===== src/rtl/npu_pkg.sv =====
// Shared NPU types and default widths for the DSP slice pool and its clients.
// No logic here: typedefs, default sizes and a small index helper only.
// Used by every block that talks to the shared multiplier slices.
package npu_pkg;

  // Default slice geometry; blocks may override through their own parameters.
  localparam int OP_W  = 18;
  localparam int P_W   = 37;
  localparam int N_DSP = 5;

  typedef logic [OP_W-1:0] dsp_operand_t;
  typedef logic [P_W-1:0]  dsp_product_t;

  // Pool ownership phases: nobody owns, someone owns, one dead cycle between owners.
  typedef enum logic [1:0] {
    IDLE    = 2'd0,
    OWN     = 2'd1,
    HANDOFF = 2'd2
  } arb_state_e;

  // Increment an index and wrap it at n (n need not be a power of two).
  function automatic int wrap_inc(input int v, input int n);
    return (v + 1 >= n) ? 0 : v + 1;
  endfunction

endpackage


===== src/rtl/dsp_pool_arbiter_rr_pick.sv =====
// Round-robin priority picker: first set request at or after the pointer wins.
// Latency: purely combinational, zero cycles.
// Backpressure: none; the caller decides when to act on the pick.
module rr_pick #(
  parameter int N  = 4,
  parameter int IW = (N > 1) ? $clog2(N) : 1
) (
  input  logic [N-1:0]  req_i,
  input  logic [IW-1:0] ptr_i,
  output logic [N-1:0]  gnt_o,
  output logic [IW-1:0] idx_o,
  output logic          any_o
);

  logic [IW-1:0] cand;

  // Walk the request vector starting at the pointer, wrapping modulo N; keep the first hit.
  always_comb begin
    gnt_o = '0;
    idx_o = '0;
    any_o = 1'b0;
    cand  = '0;
    for (int i = 0; i < N; i++) begin
      cand = IW'((int'(ptr_i) + i) % N);
      if (!any_o && req_i[cand]) begin
        any_o       = 1'b1;
        idx_o       = cand;
        gnt_o[cand] = 1'b1;
      end
    end
  end

endmodule


===== src/rtl/dsp_pool_arbiter.sv =====
// Shares one pool of multiplier slices between engines with round-robin burst ownership.
// Latency: grant 1 cycle after req; operands registered 1 cycle; response DSP_LAT after that.
// Backpressure: non-owners are ignored; an unlocked owner is preempted after MAX_HOLD cycles.
module dsp_pool_arbiter #(
  parameter int N_REQ    = 4,
  parameter int N_DSP    = npu_pkg::N_DSP,
  parameter int OP_W     = npu_pkg::OP_W,
  parameter int P_W      = npu_pkg::P_W,
  parameter int DSP_LAT  = 1,
  parameter int MAX_HOLD = 64
) (
  input  logic                                    clk,
  input  logic                                    rst_n,
  input  logic [N_REQ-1:0]                        req_i,
  input  logic [N_REQ-1:0]                        lock_i,
  input  logic [N_REQ-1:0]                        req_ce_i,
  input  logic [N_REQ-1:0][N_DSP-1:0][OP_W-1:0]   req_a_i,
  input  logic [N_REQ-1:0][N_DSP-1:0][OP_W-1:0]   req_b_i,
  output logic [N_REQ-1:0]                        gnt_o,
  output logic [N_DSP-1:0][OP_W-1:0]              dsp_a0_o,
  output logic [N_DSP-1:0][OP_W-1:0]              dsp_b0_o,
  output logic                                    dsp_ce_o,
  input  logic [N_DSP-1:0][P_W-1:0]               dsp_out_i,
  output logic [N_DSP-1:0][P_W-1:0]               rsp_data_o,
  output logic [N_REQ-1:0]                        rsp_valid_o,
  output logic                                    preempted_o
);

  import npu_pkg::*;

  localparam int IDW = (N_REQ > 1) ? $clog2(N_REQ) : 1;
  localparam int HW  = $clog2(MAX_HOLD + 1);

  // Ownership state
  arb_state_e                  state_q, state_d;
  logic [N_REQ-1:0]            gnt_q, gnt_d;
  logic [IDW-1:0]              owner_q, owner_d;
  logic [IDW-1:0]              rr_ptr_q, rr_ptr_d;
  logic [HW-1:0]               hold_q, hold_d;

  // Registered slice inputs
  logic [N_DSP-1:0][OP_W-1:0]  dsp_a_q, dsp_a_d;
  logic [N_DSP-1:0][OP_W-1:0]  dsp_b_q, dsp_b_d;
  logic                        dsp_ce_q, dsp_ce_d;

  // Result tags: one stage per cycle between issue and product arrival
  logic [DSP_LAT:0]            tag_vld_q;
  logic [DSP_LAT:0][IDW-1:0]   tag_id_q;

  // Picker and owner-derived conditions
  logic [N_REQ-1:0]            pick_gnt;
  logic [IDW-1:0]              pick_idx;
  logic                        pick_any;
  logic [IDW-1:0]              owner_nxt;
  logic                        owner_req;
  logic                        owner_lock;
  logic                        others_req;
  logic                        hold_full;
  logic                        preempt_cond;
  logic                        leave_own;
  logic                        issue;

  rr_pick #(
    .N  (N_REQ),
    .IW (IDW)
  ) u_rr_pick (
    .req_i (req_i),
    .ptr_i (rr_ptr_q),
    .gnt_o (pick_gnt),
    .idx_o (pick_idx),
    .any_o (pick_any)
  );

  // gnt_q is one-hot on owner_q exactly while in OWN, so it doubles as the ownership qualifier.
  assign owner_nxt    = IDW'(wrap_inc(int'(owner_q), N_REQ));
  assign owner_req    = req_i[owner_q];
  assign owner_lock   = lock_i[owner_q];
  assign others_req   = |(req_i & ~gnt_q);
  assign hold_full    = (hold_q == HW'(MAX_HOLD));
  // An owner that is already letting go this cycle is not counted as preempted.
  assign preempt_cond = owner_req && hold_full && !owner_lock && others_req;
  assign leave_own    = (state_q == OWN) && (!owner_req || preempt_cond);
  assign issue        = gnt_q[owner_q] & req_ce_i[owner_q];

  // State register: ownership, pointer, hold counter and registered slice inputs.
  always_ff @(posedge clk or negedge rst_n) begin
    if (!rst_n) begin
      state_q  <= IDLE;
      gnt_q    <= '0;
      owner_q  <= '0;
      rr_ptr_q <= '0;
      hold_q   <= '0;
      dsp_a_q  <= '0;
      dsp_b_q  <= '0;
      dsp_ce_q <= 1'b0;
    end else begin
      state_q  <= state_d;
      gnt_q    <= gnt_d;
      owner_q  <= owner_d;
      rr_ptr_q <= rr_ptr_d;
      hold_q   <= hold_d;
      dsp_a_q  <= dsp_a_d;
      dsp_b_q  <= dsp_b_d;
      dsp_ce_q <= dsp_ce_d;
    end
  end

  // Next-state: arbitrate from IDLE/HANDOFF, hold or release ownership in OWN.
  always_comb begin
    state_d  = state_q;
    gnt_d    = gnt_q;
    owner_d  = owner_q;
    rr_ptr_d = rr_ptr_q;
    hold_d   = hold_q;
    case (state_q)
      IDLE, HANDOFF: begin
        // The dead handoff cycle arbitrates exactly like IDLE, with the advanced pointer.
        if (pick_any) begin
          state_d = OWN;
          gnt_d   = pick_gnt;
          owner_d = pick_idx;
          hold_d  = '0;
        end else begin
          state_d = IDLE;
          gnt_d   = '0;
        end
      end
      OWN: begin
        if (!hold_full) begin
          hold_d = hold_q + 1'b1;
        end
        if (leave_own) begin
          state_d  = HANDOFF;
          gnt_d    = '0;
          rr_ptr_d = owner_nxt;
        end
      end
      default: begin
        state_d = IDLE;
        gnt_d   = '0;
      end
    endcase
  end

  // Outputs: the owner's operands reach the slices only while in OWN; preemption pulse.
  always_comb begin
    dsp_a_d     = '0;
    dsp_b_d     = '0;
    dsp_ce_d    = 1'b0;
    preempted_o = 1'b0;
    if (state_q == OWN) begin
      dsp_a_d     = req_a_i[owner_q];
      dsp_b_d     = req_b_i[owner_q];
      dsp_ce_d    = req_ce_i[owner_q];
      preempted_o = preempt_cond;
    end
  end

  // Tag pipeline: remembers who issued each operand set so late products find their owner.
  always_ff @(posedge clk or negedge rst_n) begin
    if (!rst_n) begin
      tag_vld_q <= '0;
      tag_id_q  <= '0;
    end else begin
      tag_vld_q[0] <= issue;
      tag_id_q[0]  <= owner_q;
      for (int k = 1; k <= DSP_LAT; k++) begin
        tag_vld_q[k] <= tag_vld_q[k-1];
        tag_id_q[k]  <= tag_id_q[k-1];
      end
    end
  end

  // Response steering: decode the oldest tag into a per-requester valid.
  always_comb begin
    rsp_valid_o = '0;
    if (tag_vld_q[DSP_LAT]) begin
      rsp_valid_o[tag_id_q[DSP_LAT]] = 1'b1;
    end
  end

  assign rsp_data_o = dsp_out_i;
  assign gnt_o      = gnt_q;
  assign dsp_a0_o   = dsp_a_q;
  assign dsp_b0_o   = dsp_b_q;
  assign dsp_ce_o   = dsp_ce_q;

endmodule

===== config.mk =====
export PLATFORM = sky130hd
export DESIGN_NAME = dsp_pool_arbiter
export DESIGN_NICKNAME = d
export VERILOG_FILES = /design/src/rtl/npu_pkg.sv /design/src/rtl/dsp_pool_arbiter_rr_pick.sv /design/src/rtl/dsp_pool_arbiter.sv
export SDC_FILE = /design/constraint.sdc
export NUM_CORES = 1
export LEC_CHECK = 0
export CORE_AREA = 8 8 492 494
export CTS_BUF_LIST = sky130_fd_sc_hd__clkbuf_16
export DETAILED_ROUTE_END_ITERATION = 7
export DIE_AREA = 0 0 500 502
export SYNTH_ARGS = -nofsm -noshare
export SYNTH_HDL_FRONTEND = slang
export SYNTH_SLANG_ARGS = --single-unit

===== constraint.sdc =====
create_clock -name clk -period 7.9 [get_ports clk]
set_clock_uncertainty 0.05 [all_clocks]
set_input_delay 1.185 -clock clk [delete_from_list [all_inputs] [get_ports clk]]
set_output_delay 1.185 -clock clk [all_outputs]
set_load 0.02 [all_outputs]

==> Yosys cells after proc, flatten, opt, wreduce, memory -nomap -nowiden <==
Cells that the tools add are included.
{ "word_totals": {"regBits": 204, "in_bits": 919, "output_inout_bits": 375} }
{ "op_classes": {"add_sub_neg": 5, "n_lt_le_gt_ge": 12, "eq_ne": 6, "muxes": 57, "n_bitwise": 6, "reduce_logical": 25} }
{ "op_table": {"columns": ["cell", "count"], "rows": [
  ["$bmux 90 s2", 2],
  ["$mux 90", 4],
  ["$mux 4", 7],
  ["$mux 1", 20],
  ["$lt 2x3->1 const B", 6],
  ["$bmux 1 s2", 8],
  ["$mux 7", 2],
  ["$pmux 7 s2", 1],
  ["$logic_and 1x1->1", 12],
  ["$mux 2", 6],
  ["$or 4x4->4", 3],
  ["$demux 1 s2", 5],
  ["$ge 2x1->1 const B", 5],
  ["$pmux 4 s2", 1],
  ["$add 7x1->7 const B", 1],
  ["$eq 7x7->1 const B", 1],
  ["$ne 2x2->1 const B", 3],
  ["$logic_not 1->1", 5],
  ["$add 2x2->2 const B", 2],
  ["$and 4x4->4", 1],
  ["$not 4->4", 1],
  ["$pmux 2 s2", 1],
  ["$reduce_and 2->1", 2],
  ["$reduce_or 4->1", 1],
  ["other kinds (11)", 11]
]} }

==> Logic depth before layout (Yosys ltp) <==
Gate-level depths: netlist of the first run.
{ "depth": {"depth_word": 14, "depth_mapped": 10} }

==> By module <==
Synthesis of the first run repeated with hierarchy kept, for this count alone.
{ "hier_totals": {"cells_unflattened": 944, "area_unflattened_um2": 13027.5} }
{ "modules_own_cells": {"columns": ["mod", "instances", "cells_each", "area_per_inst_um2"], "rows": [
  ["dsp_pool_arbiter", 1, 899, 12608.3],
  ["rr_pick", 1, 45, 419.2]
]} }

==> Least setup slack after synthesis of the first run <==
No wires, ideal clock.
{ "synth_timing": {"path_type": "in2out", "startpoint": "input port lock_i[3]", "endpoint": "output port preempted_o", "arrival_time_ps": 2094, "slack_ps": 4571, "path_stages": 4, "path_buffers": 0, "cell_sequence": "mux4_2 inv_1 o211ai_1 nor2_1"} }
{ "synth_via": {"elab_chain_cells": 6} }
{ "synth_rtl": {"columns": ["element", "line", "rtl"], "rows": [
  ["start: declaration", "dsp_pool_arbiter.sv:15", "input logic [N_REQ-1:0] lock_i,"],
  ["$bmux 1 s2", "dsp_pool_arbiter.sv:77", "assign owner_lock = lock_i[owner_q];"],
  ["$mux 1 (implied by the code)", "dsp_pool_arbiter.sv:77", null],
  ["$logic_not 1->1", "dsp_pool_arbiter.sv:81", "assign preempt_cond = owner_req && hold_full && !owner_lock && others_req;"],
  ["$logic_and 1x1->1 (2 in series)", "dsp_pool_arbiter.sv:81", null],
  ["$mux 1", "dsp_pool_arbiter.sv:151", "if (state_q == OWN) begin"],
  ["end: declaration", "dsp_pool_arbiter.sv:26", "output logic preempted_o"]
]} }
No other way between the ends. The select of a mux whose other input is x is not followed.

==> Final worst setup path of the first run <==
Ends and elaborated chain as after synthesis.

==> results of run 1 <==
## registers in the layout, indices dropped and copies added, names as in the netlist
| signal | flops |
|---|---|
| hold_q | 7 |
| dsp_ce_o | 1 |
| rr_ptr_q | 2 |
| tag_vld_q | 2 |
| dsp_a0_o | 90 |
| dsp_b0_o | 90 |
| owner_q | 2 |
| tag_id_q | 4 |
| gnt_o | 4 |
| state_q | 2 |
## placed cells by master, fill, tap and decap left out, types with 4 or more instances in the layout
cell type        synthesis  layout
mux2i_1                  6       6
a21oi_1                  4       4
clkbuf_16                0      29
and2_1                 182     182
clkinv_2                 0       6
o21ai_1                  7       7
mux4_2                 188     188
ha_1                    10      10
nand2b_1                 9       9
inv_6                    0       4
buf_4                  186       7
a22o_1                   5       5
clkdlybuf4s50_1          0     922
inv_1                   12      15
diode_2                  0      80
o22ai_1                  8       8
nor2_1                  14      14
dfrtp_1                204     202
nand2_1                 13      13
## how the worst max path moves through the flow
stage                          from     endpoint  slack, ns  depth (start not counted)
after global placement    lock_i[3]  preempted_o       3.02                          6
after floorplan           lock_i[3]  preempted_o       4.57                          4
after detailed placement  lock_i[3]  preempted_o       3.02                          6
after global routing      lock_i[3]  preempted_o       3.07                          6
after CTS                 lock_i[3]  preempted_o       3.02                          6
final                     lock_i[3]  preempted_o       3.20                          6
## synthesized netlist by cell type (3+ instances only)
library cell	instances
buf_1	8
ha_1	10
clkbuf_1	39
mux2i_1	6
o21ai_1	7
a221oi_1	3
inv_1	12
buf_2	22
nor2_1	14
nand2b_1	9
a22o_1	5
nand2_1	13
nand3_1	3
and2_1	182
dfrtp_1	204
o22ai_1	8
buf_4	186
mux4_2	188
a21oi_1	4
a31o_1	3
o21ai_0	3
nor2b_1	3
mux2_1	3
## report_power, final
| part | total, mW | internal, mW | leakage (nW) | switching (mW) |
|---|---|---|---|---|
| Clock | 1.39 | 0.771 | 0.475 | 0.615 |
| Sequential | 1.85 | 1.56 | 2.66 | 0.289 |
| Combinational | 5.08 | 2.36 | 5.62 | 2.72 |
| Total | 8.32 | 4.69 | 8.75 | 3.63 |
## layer usage
layer  track usage  share of wire
met1         0.113           0.27
met2         0.253           0.49
met5       0.00247         0.0060
met3         0.114           0.18
met4        0.0651          0.057
## cells by family after synthesis
family          Yosys count  share of synthesized area
compound gates           41                     0.0212
xor+xnor                  3                    0.00201
fa+ha+maj                10                    0.00958
buf+inv                 269                      0.133
flops                   204                      0.391
mux                     198                      0.332
simple gates            237                      0.111
## through the flow
stage,setup WS (ns),cells
5_1_grt,3.07,4896
3_5_place_dp,3.02,4789
2_1_floorplan,4.57,962
4_1_cts,3.02,4843
3_3_place_gp,3.02,4789
6_report,3.20,4923
## final cells by class
| cell class | count | area (µm²) | share of cell area |
|---|---|---|---|
| Sequential cell | 204 | 5110 | 0.198 |
| Clock buffer | 29 | 726 | 0.0281 |
| Tap cell | 3150 | 3940 | 0.153 |
| Timing Repair Buffer | 933 | 9360 | 0.362 |
| Clock inverter | 25 | 226 | 0.00877 |
| Multi-Input combinational cell | 489 | 6220 | 0.241 |
| Antenna cell | 80 | 200 | 0.00775 |
| Inverter | 13 | 48.8 | 0.00189 |
==> impl_metrics.py, run 1 <==
metrics = {
    "status": {
        "status": "complete, no violations",
    },
    "die": {
        "die_w_um": 500,
        "dieArea_um2": 251000,
        "num_rows": 178,
        "die_h_um": 502,
        "io_pins": 1294,
        "initial_core_util": 0.0558,
        "core-area_um2": 234000,
    },
    "timing": {
        "fmax_ghz": 0.213,
        "rsz0062_at_grt": "no",
        "hold_slack_ns": 0.301,
        "hold_viol": 0,
        "min_period_ns": 4.70,
        "setup_viol": 0,
        "slew_headroom": 0.219,
        "slew_viol_final": 0,
        "fin_crit_sh": 0.595,
        "tns_ns": 0,
        "tightest_slew_ns": 1.17,
    },
    "critical_path": {
        "critical_path.n_buffers_inverters": 3,
        "path_max_fanout": 3,
        "rr_worst_depth": 7,
        "crit_type": "in2out",
        "max_stage_delay_ns": 0.70,
        "startpoint_type": "input pin",
        "cp.arrival_ns": 3.47,
        "crit_chain": "clkdlybuf4s50_1 -> mux4_2 -> inv_1 -> o211ai_1 -> nor2_1 -> clkdlybuf4s50_1",
        "rr_endpoint": "owner_q[0]",
        "cpMaxStageDelayCell": "clkdlybuf4s50_1",
        "crit_family": "buffers and inverters",
        "crit_path_frequent_cell": "clkdlybuf4s50_1",
        "rrSetupSlack_ns": 4.54,
        "critPathCaptureType": "primary output",
        "crit_required_ns": 6.66,
        "timing.rr.start": "rr_ptr_q[0]",
    },
    "worst_hold_path": {
        "hp-class": "reg2reg",
        "whs_path_depth": 0,
        "hp-start": "tag_id_q[0]",
        "min_to": "tag_id_q[2]",
    },
    "yosys": {
        "ys_top_cells_by_area": "dfrtp_1 (39%), mux4_2 (32%), buf_4 (11%), and2_1 (8.7%), clkbuf_1 (1.1%)",
        "synth_top_area_share": 0.391,
        "synth_top_cell_by_area": "dfrtp_1",
        "avgSynthCellArea_um2": 13.6,
        "synth.cell_area_um2": 13100,
        "synth_edf_count": 0,
        "synth.yosys.seq_area_share": 0.391,
        "async_flop_share": 1.00,
        "syn_nets": 1891,
        "synthDistinctLibCells": 46,
        "synth_ff_type": "dfrtp_1",
        "ys_warn_count": 0,
        "netlist_instances": 962,
        "synth-seq-cells": 204,
    },
    "grt": {
        "grt_usage": 0.142,
        "grt_pass1_wl_um": 220000,
        "grt_max_degree": 186,
        "grt_pass1_vias": 13100,
        "antenna_found_initial": 236,
        "grt-ovfl-total": 0,
    },
    "placement": {
        "post-dp-hpwl_um": 173000,
        "gp_congestion": 0.981,
        "port_buffers": 923,
        "placed_cell_area_um2": 24700,
    },
    "cells_and_area": {
        "syn_to_final_growth_pct": 97.8,
        "num-fill-cells": 26600,
        "stdcell_area_um2": 25800,
        "final_nets": 2599,
        "drive_above_1_share": 0.151,
        "utilization": 0.110,
    },
    "drt": {
        "drc": 0,
        "vias": 13100,
        "wl_um": 189000,
        "drt-wirelength-per-cell_um": 38.3,
        "drtPass1Iterations": 5,
        "ant_nets": 0,
        "vias_per_cell": 2.65,
        "drtIter0Drc": 1051,
    },
    "cts": {
        "cts_setup_buffers": 0,
        "clock_latency_ns": 0.63,
        "cts_root_buf": "clkbuf_16",
        "clock-sinks": 204,
        "hold_buffers": 0,
        "numCtsBuffers": 29,
        "cts_resized": 0,
        "cts.path.max_buffers": 3,
        "h-tree-depth": 1,
        "clk_pin_slew_ns": 0.07,
        "cts_tree": "built",
    },
    "power_and_ir_drop": {
        "ir_drop_v": 0.000207,
        "finalPower_mw": 8.32,
        "power_density_nw_per_um2": 322,
        "leakagePower_nw": 8.75,
    },
    "flow_run": {
        "drv_cap": 0,
    },
}
Note: power is estimated with default switching activity, not from simulation.
==> inputs of run 2 (changes only) <==
--- a/config.mk
+++ b/config.mk
@@ -5,10 +5,10 @@
 export SDC_FILE = /design/constraint.sdc
 export NUM_CORES = 1
 export LEC_CHECK = 0
-export CORE_AREA = 8 8 492 494
+export CORE_AREA = 8 8 498 500
 export CTS_BUF_LIST = sky130_fd_sc_hd__clkbuf_16
 export DETAILED_ROUTE_END_ITERATION = 7
-export DIE_AREA = 0 0 500 502
+export DIE_AREA = 0 0 506 508
 export SYNTH_ARGS = -nofsm -noshare
 export SYNTH_HDL_FRONTEND = slang
 export SYNTH_SLANG_ARGS = --single-unit
==> constraint.sdc (replaced) <==
create_clock -name clk -period 4 [get_ports clk]
set_clock_uncertainty 0.05 [all_clocks]
set_input_delay 0.6 -clock clk [delete_from_list [all_inputs] [get_ports clk]]
set_output_delay 0.6 -clock clk [all_outputs]
set_load 0.02 [all_outputs]
==> run 2 against run 1 <==
Hold slack got worse by 0.0027 ns. Register-to-register slack got worse by 3.5 ns. Die area rose by 2.4%. Via count fell by 2.1%. Sequential cell count did not move. Critical path type is now reg2out. Critical endpoint unchanged. Largest power group unchanged. Highest routed layer unchanged.
==> impl_metrics.py, run 2 (synthesis results as in run 1) <==
metrics = {
    "cts": {
        "clk_pin_slew_ns": 0.06,
        "cts.path.max_buffers": 3,
        "h-tree-depth": 1,
        "cts_resized": 0,
        "cts_root_buf": "clkbuf_16",
        "numCtsBuffers": 27,
        "clock_latency_ns": 0.60,
        "clock-sinks": 204,
        "cts_tree": "built",
    },
    "critical_path": {
        "startpoint_type": "register",
        "rrSetupSlack_ns": 1.03,
        "path_max_fanout": 4,
        "cp.arrival_ns": 2.86,
        "timing.rr.start": "rr_ptr_q[1]",
        "critPathCaptureType": "primary output",
        "rr_worst_depth": 7,
        "crit_chain": "or4b_1 -> nor3b_2 -> o211ai_1 -> nor2_1 -> clkdlybuf4s50_1",
        "crit_type": "reg2out",
        "critical_path.n_buffers_inverters": 1,
        "crit_family": "simple AND/OR/NAND/NOR gates",
        "max_stage_delay_ns": 0.65,
        "rr_endpoint": "owner_q[0]",
        "crit_required_ns": 3.35,
        "cpMaxStageDelayCell": "clkdlybuf4s50_1",
    },
    "die": {
        "dieArea_um2": 257000,
        "core-area_um2": 240000,
        "die_h_um": 508,
        "die_w_um": 506,
        "io_pins": 1294,
        "initial_core_util": 0.0545,
        "num_rows": 180,
    },
    "cells_and_area": {
        "stdcell_area_um2": 25900,
        "layout_commonest_cell": "clkdlybuf4s50_1",
        "syn_to_final_growth_pct": 98.2,
        "final_nets": 2600,
        "layout.cells.most_common_list": "clkdlybuf4s50_1 (922), dfrtp_1 (202), mux4_2 (188)",
        "drive_above_1_share": 0.152,
    },
    "worst_hold_path": {
        "hp-class": "reg2reg",
        "whs_path_depth": 0,
        "hp-start": "tag_id_q[1]",
        "min_to": "tag_id_q[3]",
    },
    "placement": {
        "post-dp-hpwl_um": 166000,
        "gp_congestion": 0.929,
        "placed_cell_area_um2": 24800,
        "port_buffers": 923,
        "pre_cts_ws_ns": 0.746,
    },
    "timing": {
        "tns_ns": 0,
        "rsz0062_at_grt": "no",
        "slew_viol_final": 0,
        "hold_viol": 0,
        "fmax_ghz": 0.285,
        "tightest_slew_ns": 1.06,
        "slew_headroom": 0.297,
        "min_period_ns": 3.51,
        "fin_crit_sh": 0.876,
        "setup_viol": 0,
        "final.setup.worst_slack_ns": 0.494,
    },
    "drt": {
        "drc": 0,
        "ant_nets": 0,
        "wl_um": 181000,
        "vias": 12800,
        "drtIter0Drc": 1001,
        "drtPass1Iterations": 4,
        "drt-wirelength-per-cell_um": 36.7,
        "vias_per_cell": 2.60,
    },
    "power_and_ir_drop": {
        "swShare": 0.428,
        "seqPwrFrac": 0.216,
        "power.share.clock": 0.170,
        "combPwrFrac": 0.613,
        "power_density_nw_per_um2": 639,
        "ir_drop_v": 0.000516,
        "switchingPower_mw": 7.09,
        "leakagePower_nw": 8.79,
        "internal_power_mw": 9.47,
    },
    "grt": {
        "grt_usage": 0.133,
        "grt_pass1_wl_um": 212000,
        "antenna_found_initial": 187,
        "grt_pass1_vias": 13100,
        "grt_max_degree": 185,
        "grt-ovfl-total": 0,
    },
    "flow_run": {
        "drv_cap": 0,
    },
    "status": {
        "status": "complete, no violations",
    },
}
## run 2: routing by layer
| layer | vias up | share of wire | GRT usage |
|---|---|---|---|
| met5 | - | 0.0032 | 0.00225 |
| met4 | 76 | 0.033 | 0.0378 |
| met3 | 399 | 0.17 | 0.0984 |
| met2 | 1359 | 0.51 | 0.246 |
| met1 | 6151 | 0.28 | 0.112 |
| li1 | 4808 | - | - |
## run 2: repair_timing
item                                   in CTS  in global routing
hold buffers                                1                  0
setup buffers                               0                  0
endpoints found under the hold margin      42                  0
## run 2: worst reg2reg max path, delay by kind of cell (launching register included)
| kind | cells | cell delay (ns) |
|---|---|---|
| DFF | 1 | 0.64 |
| muxes | 1 | 0.60 |
| adders and majority gates | 1 | 0.53 |
| and+or+nand+nor | 2 | 0.53 |
| AOI/OAI and AO/OA | 2 | 0.28 |
| buffers and inverters | 1 | 0.23 |
## run 2: power groups by stage
stage,sequential (mW),clock [mW],combinational (mW)
after global routing,3.68,3.01,10.7
after CTS,3.60,2.96,10.4
after detailed placement,3.62,0,10.3
final,3.58,2.82,10.2
after global placement,3.62,0,10.3
after floorplan,4.67,0,4.18
## run 2: worst max path at each step
stage	startpoint	end	slack, ns	cells past startpoint
2_1_floorplan	rr_ptr_q[1]	owner_q[0]	1.32	10
3_3_place_gp	lock_i[0]	preempted_o	0.74	6
3_5_place_dp	lock_i[3]	preempted_o	0.75	6
4_1_cts	hold_q[3]	preempted_o	0.40	5
5_1_grt	hold_q[3]	preempted_o	0.34	5
6_report	hold_q[3]	preempted_o	0.49	5
## run 2: stage by stage
step,power [mW],instances,util,hold WS (ns)
2_1_floorplan,8.84,962,-,0.254
5_1_grt,17.4,4904,0.108,0.302
4_1_cts,17.0,4877,0.108,0.299
3_3_place_gp,13.9,4826,0.103,0.283
3_5_place_dp,13.9,4826,0.103,0.285
6_report,16.6,4922,0.108,0.298
## run 2: layout make-up
| cell class | instances | area [µm²] |
|---|---|---|
| Sequential cell | 204 | 5110 |
| Inverter | 13 | 48.8 |
| Antenna cell | 45 | 113 |
| Fill cell | 27400 | 214000 |
| Clock inverter | 23 | 308 |
| Timing Repair Buffer | 936 | 9430 |
| Tap cell | 3185 | 3990 |
| Clock buffer | 27 | 676 |
| Multi-Input combinational cell | 489 | 6220 |
